[src/rtl/cdc_toggle_monitor.sv]
// cdc_toggle_monitor: turns a synchronised toggle level into event pulses,
// counts them over a fixed window of Bclk cycles and flags a stalled source.
module cdc_toggle_monitor #(
  parameter int CNT_W        = 16,
  parameter int WIN_CYCLES   = 1000,
  parameter int STALL_CYCLES = 64,
  parameter bit CONTINUOUS   = 1'b0
) (
  input  logic             Bclk,
  input  logic             reset,
  input  logic             Din,
  input  logic             start,
  output logic             edge_pulse,
  output logic             busy,
  output logic [CNT_W-1:0] count,
  output logic             count_valid,
  output logic             overflow,
  output logic             stalled
);

  localparam int WW = $clog2(WIN_CYCLES);
  localparam int IW = $clog2(STALL_CYCLES + 1);
  localparam logic [CNT_W-1:0] ACC_MAX  = '1;
  localparam logic [WW-1:0]    WIN_LAST = WW'(WIN_CYCLES - 1);
  localparam logic [IW-1:0]    STALL_N  = IW'(STALL_CYCLES);

  typedef enum logic [1:0] {IDLE, MEASURE, DONE} state_t;

  state_t           state, state_nxt;
  logic             din_q, primed;
  logic             win_load;
  logic [WW-1:0]    win_cnt;
  logic [CNT_W-1:0] acc, acc_nxt;
  logic [IW-1:0]    idle_cnt, idle_nxt;

  // Edge detector; the first edge after reset only primes din_q.
  always_ff @(posedge Bclk or negedge reset) begin
    if (!reset) begin
      din_q      <= 1'b0;
      primed     <= 1'b0;
      edge_pulse <= 1'b0;
    end else begin
      din_q      <= Din;
      primed     <= 1'b1;
      edge_pulse <= primed & (Din != din_q);
    end
  end

  // State register.
  always_ff @(posedge Bclk or negedge reset) begin
    if (!reset) state <= IDLE;
    else        state <= state_nxt;
  end

  // Next-state logic; win_load marks the edge that opens a new window.
  always_comb begin
    state_nxt = state;
    win_load  = 1'b0;
    case (state)
      IDLE: begin
        if (start) begin
          state_nxt = MEASURE;
          win_load  = 1'b1;
        end
      end
      MEASURE: begin
        if (win_cnt == '0) state_nxt = DONE;
      end
      DONE: begin
        if (CONTINUOUS) begin
          state_nxt = MEASURE;
          win_load  = 1'b1;
        end else begin
          state_nxt = IDLE;
        end
      end
      default: state_nxt = IDLE;
    endcase
  end

  assign busy    = (state == MEASURE);
  assign acc_nxt = (edge_pulse && (acc != ACC_MAX)) ? acc + CNT_W'(1) : acc;

  // Window counter, saturating accumulator and result capture into DONE.
  always_ff @(posedge Bclk or negedge reset) begin
    if (!reset) begin
      win_cnt     <= '0;
      acc         <= '0;
      overflow    <= 1'b0;
      count       <= '0;
      count_valid <= 1'b0;
    end else begin
      count_valid <= 1'b0;
      if (win_load) begin
        win_cnt  <= WIN_LAST;
        acc      <= '0;
        overflow <= 1'b0;
      end else if (state == MEASURE) begin
        acc <= acc_nxt;
        if (edge_pulse && (acc == ACC_MAX)) overflow <= 1'b1;
        if (win_cnt == '0) begin
          // Last measuring cycle: its own pulse is already folded into acc_nxt.
          count       <= acc_nxt;
          count_valid <= 1'b1;
        end else begin
          win_cnt <= win_cnt - WW'(1);
        end
      end
    end
  end

  assign idle_nxt = edge_pulse ? '0 :
                    (idle_cnt == STALL_N) ? idle_cnt : idle_cnt + IW'(1);

  // Stall watchdog, independent of the measurement FSM.
  always_ff @(posedge Bclk or negedge reset) begin
    if (!reset) begin
      idle_cnt <= '0;
      stalled  <= 1'b0;
    end else begin
      idle_cnt <= idle_nxt;
      stalled  <= (idle_nxt == STALL_N);
    end
  end

endmodule

[config.mk]
export PLATFORM = sky130hd
export DESIGN_NAME = cdc_toggle_monitor
export DESIGN_NICKNAME = d
export VERILOG_FILES = /design/src/rtl/cdc_toggle_monitor.sv
export SDC_FILE = /design/constraint.sdc
export NUM_CORES = 1
export LEC_CHECK = 0
export ABC_AREA = 1
export CAP_MARGIN = 20
export CORE_MARGIN = 3
export CORE_UTILIZATION = 60
export DETAILED_ROUTE_END_ITERATION = 8
export HOLD_SLACK_MARGIN = 0.06
export PLACE_DENSITY = 0.82
export SETUP_SLACK_MARGIN = 0.5
export SLEW_MARGIN = 30
export SYNTH_ARGS = -nofsm -noshare
export SYNTH_HDL_FRONTEND = slang
export SYNTH_SLANG_ARGS = --single-unit
[constraint.sdc]
create_clock -name Bclk -period 2.8 [get_ports Bclk]
set_input_delay 0.84 -clock Bclk [delete_from_list [all_inputs] [get_ports Bclk]]
set_output_delay 0.84 -clock Bclk [all_outputs]
set_load 0.01 [all_outputs]
; ---- Yosys cells after proc, flatten, opt, wreduce, memory -nomap -nowiden
; Index checks and enable logic that the tools add are counted.
[totals]
register_bits = 57
latch_bits = 0
ram_bits = 0
mem_bits_ro = 0
inputBits = 4
output_inout_bits = 21
word_cells = 54
mem_count = 0
[op_classes]
n_addsub = 3
mul = 0
div_mod_pow = 0
magnitude_cmp = 0
n_eq_ne = 9
n_shift = 0
mux = 19
bitwise_logic = 2
n_reduce_logical = 10
[ops]
columns = operator, n
row1 = 2-to-1 mux 16 bit, 3
row2 = 2-to-1 mux 10 bit, 3
row3 = "adder 16 x 1 -> 16 bit, second input constant", 1
row4 = "== test 16 bit, second input constant", 1
row5 = "!= test 16 bit, second input constant", 1
row6 = "== test 7 bit, second input constant", 2
row7 = 2-to-1 mux 7 bit, 2
row8 = logical NOT 10 bit, 1
row9 = "subtractor 10 x 1 -> 10 bit, second input constant", 1
row10 = 2-to-1 mux 1 bit, 8
row11 = "adder 7 x 1 -> 7 bit, second input constant", 1
row12 = AND reduction 2 bit, 3
row13 = 2-to-1 mux 2 bit, 2
row14 = "!= test 2 bit, second input constant", 2
row15 = case mux 2 bit (2 select lines), 1
row16 = nonzero test 2 bit, 2
row17 = AND reduction 3 bit, 1
row18 = "== test 2 x 1 -> 1 bit, second input constant", 1
row19 = logical AND 1 bit, 2
row20 = logical NOT 2 bit, 1
row21 = "!= test 2 x 1 -> 1 bit, second input constant", 1
row22 = AND 1 bit, 1
row23 = != test 1 bit, 1
row24 = NOT 1 bit, 1

; ---- Depth between registers and ports, before layout
[depth]
word_depth = 5
mapped_depth = 10
depth_no_buf = 10

; ---- Least setup slack after synthesis
; OpenSTA, ideal clock, no wires.
[synth_path]
kind = register to output
from = register state[1]
to = output port busy
arrival_time_ns = 0.818
required_ns = 1.960
path_slack_ns = 1.142
path_stages_with_launch = 5
n_path_buf = 1
path_cell_list = dfrtp_1 inv_1 nand2_1 inv_2 buf_4
[synth_via]
elab_chain_cells = 1
[synth_lines]
columns = element, line_no
row1 = from (decl), 29  ; state_t state, state_nxt;
row2 = from (signal assigned), 52  ; else state <= state_nxt;
row3 = == test 2 x 1 -> 1 bit, 81  ; assign busy = (state == MEASURE);
row4 = to (decl), 14  ; output logic busy,
; Every way passes these cells.

; ---- Final worst setup path
; Same ends and word-level chain as after synthesis.

==> results.md <==
- TritonCTS clock tree: done
- DRC Markers: 0
- Slew Viols, Final: 0
- Ys async rst share: 100%
- Startpoint types: flip-flop
- RD Place Congestion: 0.919
- Syn nets: 426
- Pin count of the biggest net entering global routing: 58
- Area of the multi-input gates: 0.00143 mm2
- WS Path Type: flip-flop to primary output
- Layout Nets: 459
- Port bufs: 24
- Layout cells sized above 1: 10.1%
- Distinct cells, synth: 28
- Post-Syn Area per Cell: 7.42 um2
- Initial Util: 63.9%
- RSZ-0062 raised after global routing: no
- Hold Vio Cnt, Final: 0
- Routed Wire Length: 6790 um
- CTS root buf: clkbuf_8
- Largest delay contributor family on the critical path: buffers and inverters
- Status: completed
- #FFs+latches synth: 57
- Largest stage delay, worst path: 370 ps
- Area grow syn2layout: 17.7%
- Post-Syn Area: 0.00310 mm2
- Die width: 77.9 um
- Final period util: 75.2%
- Vias/cell: 5.26
- Post-route insts no fill: 523
- Avg WL per Cell: 13.0 um
- CTS Buf Count: 9
- Cells after Synth: 418
- Die H: 77.9 um
- Post-synth top flop: dfrtp_1
- Number of global-route vias before repair: 2769
- Storage element area: 0.00143 mm2
- CP max FO: 4
- Worst clock skew: 10.6 ps
- Met1 wire length: 2950 um
- Power Total: 1.94 mW
- First-pass GRT wire length: 12100 um
- Sum Neg Setup Slack: 0 ps
- Data required time of the worst path: 1960 ps
- Core Util, Final: 75.3%
- Post-synth EDFFs: 0
- Met3 WL post-DR: 329 um
- CTS sink count: 57
- Min Tclk post-route: 2100 ps
- Io pins: 25
- Max-slew headroom: 52.6%
- CP Capture Type: primary output
- Worst IR drop on VDD: 0.336 mV
- Placed cell count: 507
- Pwr/cell area: 530 mW/mm2
- Critical path buffers and inverters: 3
- CTS H-Tree Depth: 3
- Placeable Area: 0.00485 mm2
- Clock buffer depth: 2
- Total number of vias: 2751
- DIE AREA: 0.00607 mm2
- Grt total ovfl: 0
- # fillers: 363
- Worst min path class: flip-flop to flip-flop
- Count of final setup violators: 0
- Initial antenna violation count: 0
- Cell chain of the critical path: inv_1 -> nand2_1 -> inv_2 -> dlygate4sd2_1
- Slew @ Worst Pin: 712 ps
- ANT nets after route: 0
- N_diodes: 0
- Post-CTS Setup Inserts: 0
- Clock edge transition at the registers on the reported setup and hold paths: 70 ps
- Leakage dissipation: 1.96 nW
- Sequential fraction of the synthesis area: 46.0%
- Detailed Route Iter0 Violations: 122
- Maximum clock frequency: 475 MHz
- Max layer used: met4
- Synth Warn #: 0
- Critical Path AT: 1260 ps
- Post-DP HPWL: 4630 um
- Met2 wire length: 3370 um
- Row cnt: 25
- All-Layer GR Usage: 25.7%
- Crit path max-delay cell type: dfrtp_1
- Max-cap viol count: 0
- Pre-Repair DR Iteration Count: 6
- Clock latency on the worst-skew pair: 340 ps
cells by family (layout without fill, tap and decap cells):
family | after synthesis | after routing | synth area share, %
and+or+nand+nor | 277 | 277 | 40.0
AOI/OAI and AO/OA | 15 | 15 | 2.82
adders and majority gates | 4 | 4 | 1.61
buffers and inverters | 58 | 96 | 7.75
DFF | 57 | 57 | 46.0
xor gates and xnor gates | 6 | 6 | 1.69
other | 1 | 1 | 0.121
cells in the final DEF (no fill, tap or decap), drive strengths merged:
cell | synthesis | routed
a21oi | 3 | 3
buf | 5 | 4
bufinv | 0 | 3
clkbuf | 0 | 9
clkdlybuf4s50 | 0 | 22
clkinv | 1 | 3
clkinvlp | 0 | 2
conb | 1 | 1
dfrtp | 57 | 57
dlygate4sd2 | 0 | 1
ha | 4 | 4
inv | 52 | 52
nand2 | 158 | 158
nand3 | 63 | 63
nand3b | 2 | 2
nand4 | 9 | 9
nor2 | 43 | 43
nor3 | 2 | 2
o21ai | 7 | 7
o21bai | 5 | 5
xnor2 | 1 | 1
xor2 | 5 | 5
cells in the mapped netlist (2+ instances only):
cell type | count | area (um2)
nand4_1 | 8 | 50.1
nor2_2 | 6 | 37.5
ha_1 | 4 | 50.1
nor2_4 | 4 | 45.0
nor3_1 | 2 | 10.0
nand2_4 | 2 | 22.5
o21ai_0 | 4 | 20.0
a21oi_1 | 3 | 15.0
nand2_2 | 5 | 31.3
nand3_2 | 2 | 20.0
xor2_1 | 5 | 43.8
nand3b_1 | 2 | 15.0
o21bai_1 | 5 | 37.5
inv_2 | 4 | 15.0
dfrtp_1 | 57 | 1430
nor2_1 | 33 | 124
inv_1 | 47 | 176
o21ai_1 | 3 | 15.0
nand2_1 | 151 | 567
nand3_1 | 61 | 305
buf_2 | 3 | 15.0
metal layers:
| layer | up-vias | global-route usage (%) |
|---|---|---|
| met4 | 0 | 12.8 |
| met3 | 16 | 5.57 |
| met1 | 1285 | 31.2 |
| met2 | 71 | 43.1 |
| met5 | - | 0 |
| li1 | 1379 | - |
state kept, by name, indices dropped and copies added, names as in the netlist:
signal	flops
acc	16
win_cnt	10
stalled	1
state	2
edge_pulse	1
primed	1
idle_cnt	7
din_q	1
overflow	1
count_valid	1
count	16
worst min-delay path, delay by kind of cell, from the launching register on:
family	cells	cell delay [ps]
simple gates	2	100
flops	1	340
cell type report:
class,count,area share (%)
multi-input cells,303,39.3
flip-flops and latches,57,39.1
repair buffers,27,7.03
inverters,53,5.66
clock buffers,9,3.39
clock inverters,7,3.26
well taps,67,2.30
timing repair:
item	4_1_cts	5_1_grt
hold buffers	0	0
setup endpoints to repair	1	0
gates resized for setup	1	0
where the power goes:
part	switching [mW]	total (mW)	leakage, nW	internal, mW
registers	0.0200	0.864	0.657	0.845
logic	0.0873	0.134	1.19	0.0467
clock network	0.347	0.937	0.115	0.590
total	0.454	1.94	1.96	1.48
per-stage QoR:
stage               worst slack (ps)  instance area (um2)  hold slack, ps
floorplan                       1140                 3100             449
global route                     617                 3650             503
detailed placement               454                 3410             465
finish                           695                 3650             479
CTS                              677                 3650             483
global placement                 506                 3410             462
worst paths after layout:
| check | from | to | slack, ps | cells past startpoint |
|---|---|---|---|---|
| min | count[6]$_DFFE_PN0P_ | count[6]$_DFFE_PN0P_ | 480 | 2 |
| min reg2reg | count[6]$_DFFE_PN0P_ | count[6]$_DFFE_PN0P_ | 480 | 2 |
| min in group asynchronous | reset | idle_cnt[2]$_DFF_PN0_ | 620 | 2 |
| max reg2reg | acc[0]$_DFFE_PN0P_ | count[10]$_DFFE_PN0P_ | 1010 | 10 |
| max | state[1]$_DFFE_PN0P_ | busy | 700 | 4 |
| max in group asynchronous | reset | win_cnt[6]$_DFFE_PN0P_ | 1680 | 2 |
Note: power is estimated with default switching activity, not from simulation.
